===== src/rtl/shift_chain_driver_pkg.sv =====
// Shared definitions for the shift-chain driver: FSM state encoding and a
// constant-evaluable ceiling log2 used to size the counters.
package shift_chain_driver_pkg;

    typedef enum logic [1:0] {
        ST_IDLE  = 2'd0,
        ST_SHIFT = 2'd1,
        ST_LATCH = 2'd2
    } state_t;

    function automatic int clog2(input int value);
        int r;
        r = 0;
        for (int v = value - 1; v > 0; v = v >> 1) begin
            r++;
        end
        return r;
    endfunction

endpackage


===== src/rtl/shift_chain_driver_sclk_divider.sv =====
// Half-period tick generator: one-cycle tick every CLK_DIV enabled cycles,
// restarted from zero by clear.
module sclk_divider
    import shift_chain_driver_pkg::*;
#(
    parameter int CLK_DIV = 4
) (
    input  logic clk,
    input  logic rst,
    input  logic clear,
    input  logic enable,
    output logic tick
);

    localparam int W = clog2(CLK_DIV) + 1;

    logic [W-1:0] cnt;

    assign tick = enable && !clear && (cnt == W'(CLK_DIV - 1));

    always_ff @(posedge clk or posedge rst) begin
        if (rst) begin
            cnt <= '0;
        end else if (clear || tick) begin
            cnt <= '0;
        end else if (enable) begin
            cnt <= cnt + 1'b1;
        end
    end

endmodule


===== src/rtl/shift_chain_driver.sv =====
// Parallel-in/serial-out driver for a daisy chain of 8-bit latching shift
// registers: captures a word on start/ready, shifts it on sdo/sclk, then latches.
module shift_chain_driver
    import shift_chain_driver_pkg::*;
#(
    parameter int N_BYTES    = 2,
    parameter int CLK_DIV    = 4,
    parameter int BYTE_ORDER = 0,
    parameter int MSB_FIRST  = 1
) (
    input  logic                 clk,
    input  logic                 rst,
    input  logic [8*N_BYTES-1:0] data,
    input  logic                 start,
    output logic                 ready,
    output logic                 done,
    output logic                 sdo,
    output logic                 sclk,
    output logic                 latch
);

    localparam int NBITS = 8 * N_BYTES;
    localparam int BW    = clog2(NBITS) + 1;

    state_t           state, state_n;
    logic [BW-1:0]    bit_cnt, bit_cnt_n;
    logic [NBITS-1:0] sreg, sreg_n;
    logic [NBITS-1:0] ordered;
    logic             sclk_n, done_n;
    logic             tick;

    // Pure wiring: position p of the outgoing stream lands at ordered[NBITS-1-p].
    for (genvar p = 0; p < NBITS; p++) begin : g_order
        localparam int SB = (BYTE_ORDER != 0) ? (N_BYTES - 1 - p / 8) : (p / 8);
        localparam int SI = (MSB_FIRST != 0) ? (7 - p % 8) : (p % 8);
        assign ordered[NBITS-1-p] = data[SB*8+SI];
    end

    sclk_divider #(.CLK_DIV(CLK_DIV)) u_div (
        .clk    (clk),
        .rst    (rst),
        .clear  (state == ST_IDLE),
        .enable (state != ST_IDLE),
        .tick   (tick)
    );

    assign sdo = sreg[NBITS-1];

    always_comb begin
        state_n   = state;
        bit_cnt_n = bit_cnt;
        sreg_n    = sreg;
        sclk_n    = sclk;
        done_n    = 1'b0;
        case (state)
            ST_IDLE: begin
                bit_cnt_n = '0;
                if (start) begin
                    state_n = ST_SHIFT;
                    sreg_n  = ordered;
                    sclk_n  = 1'b0;
                end
            end
            ST_SHIFT: begin
                if (tick) begin
                    if (!sclk) begin
                        sclk_n = 1'b1;
                    end else begin
                        sclk_n = 1'b0;
                        // Last bit keeps sdo where it is through the latch phase.
                        if (bit_cnt == BW'(NBITS - 1)) begin
                            state_n   = ST_LATCH;
                            bit_cnt_n = '0;
                        end else begin
                            bit_cnt_n = bit_cnt + 1'b1;
                            sreg_n    = {sreg[NBITS-2:0], 1'b0};
                        end
                    end
                end
            end
            ST_LATCH: begin
                if (tick) begin
                    state_n = ST_IDLE;
                    done_n  = 1'b1;
                end
            end
            default: begin
                state_n = ST_IDLE;
            end
        endcase
    end

    always_ff @(posedge clk or posedge rst) begin
        if (rst) begin
            state   <= ST_IDLE;
            bit_cnt <= '0;
            sreg    <= '0;
            sclk    <= 1'b0;
            done    <= 1'b0;
            ready   <= 1'b1;
            latch   <= 1'b0;
        end else begin
            state   <= state_n;
            bit_cnt <= bit_cnt_n;
            sreg    <= sreg_n;
            sclk    <= sclk_n;
            done    <= done_n;
            ready   <= (state_n == ST_IDLE);
            latch   <= (state_n == ST_LATCH);
        end
    end

endmodule


===== config.mk =====
export PLATFORM = sky130hd
export DESIGN_NAME = shift_chain_driver
export DESIGN_NICKNAME = d
export VERILOG_FILES = /design/src/rtl/shift_chain_driver_pkg.sv /design/src/rtl/shift_chain_driver_sclk_divider.sv /design/src/rtl/shift_chain_driver.sv
export SDC_FILE = /design/constraint.sdc
export NUM_CORES = 1
export LEC_CHECK = 0
export BUFFER_PORTS_ARGS = -buffer_cell sky130_fd_sc_hd__clkbuf_2
export CAP_MARGIN = 20
export CORE_ASPECT_RATIO = 1.75
export CORE_MARGIN = 1
export CORE_UTILIZATION = 35
export CTS_CLUSTER_SIZE = 30
export DETAILED_ROUTE_END_ITERATION = 16
export SYNTH_ARGS = -nofsm -noshare
export SYNTH_HDL_FRONTEND = slang
export SYNTH_SLANG_ARGS = --single-unit

===== constraint.sdc =====
create_clock -name clk -period 2.35 [get_ports clk]
set_clock_uncertainty 0.1 [all_clocks]
set_input_delay 0.47 -clock clk [delete_from_list [all_inputs] [get_ports clk]]
set_output_delay 0.47 -clock clk [all_outputs]
set_load 0.02 [all_outputs]

### Yosys cells after proc, flatten, opt, wreduce, memory -nomap -nowiden

Cells that the tools add are included.
W data, S select, Z words.

| storage, ports and cells | value |
|---|---|
| output and inout port bits | 5 |
| register bits | 30 |
| bits of input ports | 19 |

| cells by class | value |
|---|---|
| $add $sub $neg | 2 |
| reductions and logical operators | 12 |
| mux-type cells | 23 |
| equal/unequal tests | 9 |

Operators with widths:

| kind | number |
|---|---|
| $mux W16 | 4 |
| $pmux W16 S2 | 1 |
| $mux W5 | 3 |
| $mux W2 | 5 |
| $pmux W5 S2 | 1 |
| $mux W3 | 2 |
| $ne A2 B2 Y1 const B | 3 |
| $pmux W2 S3 | 1 |
| $reduce_and A3 Y1 | 2 |
| $reduce_bool A2 Y1 | 3 |
| $add A5 B1 Y5 const B | 1 |
| $eq A5 B4 Y1 const B | 1 |
| $mux W1 | 5 |
| $reduce_and A5 Y1 | 1 |
| $eq A2 B2 Y1 const B | 2 |
| $logic_not A2 Y1 | 2 |
| $add A3 B1 Y3 const B | 1 |
| $eq A3 B2 Y1 const B | 1 |
| $eq A2 B1 Y1 const B | 1 |
| $logic_and A1 B1 Y1 | 2 |
| $ne A2 B1 Y1 const B | 1 |
| $pmux W1 S2 | 1 |
| $logic_not A1 Y1 | 1 |
| $logic_or A1 B1 Y1 | 1 |

### Depth between registers and ports, before layout

| logic depth | value |
|---|---|
| depth after elaboration | 7 |
| gate-level depth with buffers | 7 |
| depth with buffers taken out | 5 |

### Hierarchy

A second synthesis with hierarchy kept.

| second synthesis, totals | value |
|---|---|
| cells, all modules | 119 |
| area, all modules | 1,619.1 um^2 |

By module, submodules not included:

| module | instances | area each (um^2) | cells each |
|---|---|---|---|
| shift_chain_driver | 1 | 1,446.4 | 103 |
| sclk_divider | 1 | 172.7 | 16 |

### Least setup slack after synthesis

OpenSTA, ideal clock, no wires.

| timing | value |
|---|---|
| path kind | register -> register |
| start point | register u_div.cnt[0] |
| end point | register sreg[10] |
| data arrival time | 1,675 ps |
| data required time | 2,125 ps |
| period minus slack after synthesis | 1,900 ps |
| path buffers | 2 |
| slack | 450 ps |
| stages on the path, launching flop included | 8 |
| cells stage by stage | dfrtp_1 > ha_1 > ha_1 > buf_4 > nand2_2 > o31ai_4 > buf_12 > mux2_4 |

| on the way | value |
|---|---|
| cells in the longest elaborated chain, start to end | 4 |

RTL lines:

| element | RTL line | source |
|---|---|---|
| start: declaration | shift_chain_driver_sclk_divider.sv:17 | `logic [W-1:0] cnt;` |
| start signal: assignment | shift_chain_driver_sclk_divider.sv:27 | `cnt <= cnt + 1'b1;` |
| $eq A3 B2 Y1 | shift_chain_driver_sclk_divider.sv:19 | `assign tick = enable && !clear && (cnt == W'(CLK_DIV - 1));` |
| $logic_and A1 B1 Y1 | shift_chain_driver_sclk_divider.sv:19 |  |
| $ne A2 B1 Y1 (no source line) | - |  |
| $reduce_and A5 Y1 (no source line) | - |  |
| end signal: assignment | shift_chain_driver.sv:105 | `sreg <= sreg_n;` |
| end: declaration | shift_chain_driver.sv:27 | `logic [NBITS-1:0] sreg, sreg_n;` |

No other way between the ends.
A chain may end at the register's enable or synchronous reset.

### Final worst setup path

| timing | value |
|---|---|
| start point | register u_div.cnt[0] |
| end point | register sreg[15] |

Same word-level chain as after synthesis.

==> impl_results.md <==
- Outcome: completed
- Routed vias/inst: 5.13
- Slowest Stage Delay on Critical Path: 0.37 ns
- Diode count: 0
- CTS Buf Count: 5
- Largest net degree at the start of global routing: 22
- # rows: 31
- Drt wl/cell: 14.7 µm
- Final Max Tran Viols: 0
- Final WL: 2.84 mm
- Max FO, Critical Path: 15
- Initial Util: 36.8%
- Post-synthesis cell count: 115
- Ratio of cells with drive above 1 in the final layout: 50.0%
- DP Area: 1690 µm²
- Syn. warnings: 0
- Gr usage total: 14.1%
- Tmin final: 2.14 ns
- Port Buf Inserts: 23
- Type of origin of the critical path: register
- DRC violations left: 0
- Non-Filler Instances: 193
- Area grow syn2layout: 17.7%
- CP Capture Type: register
- Final setup vio count: 0
- Commonest non-fill, non-tap cell in the layout: dfrtp_1
- Gpl congestion: 0.794
- Yosys cell types: 35
- Htree depth: 2
- Worst rel slew slack: 67.5%
- Crit-path cells: ha_1, ha_1, nand2_2, o31ai_4, buf_4, mux2_2
- Mapped Area: 1530 µm²
- Cell Pwr Density: 958 nW/µm²
- Worst EP arrival: 2.21 ns
- Post-synthesis sequential area ratio: 49.2%
- Core area: 4150 µm²
- Hold buffer count at CTS: 0
- Vias: 990
- Final Util: 43.4%
- Design Area, Final: 1800 µm²
- Clk root buf: clkbuf_8
- CTS resizes: 0
- Total Power: 1.72 mW
- Placed insts: 185
- Later-pin clock latency in the skew report: 0.28 ns
- Synth Net Count: 137
- Maxcap violations: 0
- Peak VDD IR: 0.625 mV
- Most used cell, CP: ha_1
- Fin nets: 165
- Post-CTS Repair Setup Buffers: 0
- I/O Pins: 24
- Clock Path Buffers: 2
- Pleak: 0.875 nW
- Chip height: 89.4 µm
- Initial antenna violation count: 0
- Worst Max-Slew Pin Slew: 0.488 ns
- Reg clk slew, reported paths: 0.06 ns
- Die area: 4650 µm²
- WS Path Type: reg2reg
- First-pass GRT wire length: 4.80 mm
- Synthesized flop and latch total: 30
- Horiz. Die Dim: 52.0 µm
- Slowest CP cell: mux2_2
- Antenna-violating nets left: 0
- Worst hold-check path type: in2async
- CTS tree: built
- Dpl hpwl: 2.07 mm
- Setup TNS: 0 ns
- F_max: 0.466 GHz
- RSZ-0062 raised after global routing: false
- CP required: 2.41 ns
- Number of global-route vias before repair: 1019
- Grt total ovfl: 0
- Most frequent cells in the layout: dfrtp_1 (29), clkbuf_2 (23), mux2_2 (21)
- Fin. Hold Viols: 0
- Final period util: 91.2%
- TritonCTS Sinks: 30
- Avg Cell Area, Syn: 13.3 µm²
- TritonRoute pass-1 iters: 4
- Iter 0 DRT Violations: 13
metrics by stage:
stage | setup slack (ns) | hold WS (ns)
6_report | 0.206 | 0.0331
5_1_grt | 0.0832 | 0.0648
4_1_cts | 0.175 | 0.0297
3_5_place_dp | 0.187 | 0.333
3_3_place_gp | 0.320 | 0.325
2_1_floorplan | 0.450 | 0.315
state kept, by name, indices dropped and copies added (netlist names):
signal	flops
sreg	16
u_div.cnt	3
bit_cnt	5
latch	1
state	2
done	1
sclk	1
ready	1
routing by layer:
metal	global-route usage (%)	part of all wire, %	vias up
met5	0	0	-
met4	6.63	2.0	0
met3	4.25	4.4	7
met2	24.0	52	21
met1	15.8	41	488
li1	-	-	474
cell usage after synthesis (all sizes together):
master	count	area, µm²
inv	3	11.3
or3b	1	8.76
and4b	1	13.8
o31ai	3	36.3
buf	4	37.5
a21oi	2	10.0
dfstp	1	26.3
nor3b	1	7.51
nor3	3	15.0
o21a	2	15.0
or4	1	7.51
a22o	4	35.0
nand4b	1	8.76
or3	1	7.51
a21o	1	7.51
dfrtp	29	726
and2	1	6.26
clkbuf	2	7.51
a41oi	1	8.76
nand2	6	25.0
o21ai	2	10.0
ha	3	37.5
and3b	1	8.76
nor4bb	1	10.0
mux2	31	387
o211ai	1	7.51
o21bai	1	7.51
nand3	3	15.0
nand2b	1	13.8
nor2	3	11.3
where the power goes:
group | internal [mW] | leakage, nW | switching (mW)
combinational | 0.280 | 0.424 | 0.194
clock | 0.312 | 0.0579 | 0.195
sequential | 0.644 | 0.393 | 0.0985
worst max-delay path: cells and delay by family, from the launching register on:
| kind | cells | cell delay [ns] |
|---|---|---|
| adders and majority gates | 2 | 0.51 |
| buffers and inverters | 1 | 0.29 |
| and+or+nand+nor | 1 | 0.19 |
| DFF | 1 | 0.35 |
| muxes | 1 | 0.37 |
| AOI/OAI and AO/OA | 1 | 0.20 |
area by class of cell:
| type | instances | area [µm²] |
|---|---|---|
| timing repair buffer | 27 | 145 |
| sequential | 30 | 752 |
| clock buffer | 5 | 68.8 |
| inverter | 3 | 11.3 |
| clock inverter | 3 | 40.0 |
| tap | 49 | 61.3 |
| fill | 398 | 2350 |
| multi-input combinational | 76 | 721 |
logic make-up after synthesis:
family	share of synthesized area [%]
buffers and inverters	3.68
adders and majority gates	2.46
and+or+nand+nor	10.4
muxes	25.3
DFF	49.2
AOI/OAI and AO/OA	9.00
path summary, 6_finish.rpt:
kind / slack, ns / depth (start not counted) / end / start
min in group clk: 0.35 / 1 / u_div.cnt[0] / u_div.cnt[0]
worst max-delay path: 0.21 / 6 / sreg[15] / u_div.cnt[0]
worst max register to register: 0.21 / 6 / sreg[15] / u_div.cnt[0]
worst min-delay path: 0.03 / 2 / sreg[10] / rst
worst min register to register: 0.35 / 1 / u_div.cnt[0] / u_div.cnt[0]
max in group asynchronous: 1.50 / 3 / sreg[4] / rst
Note: power is estimated with default switching activity, not from simulation.
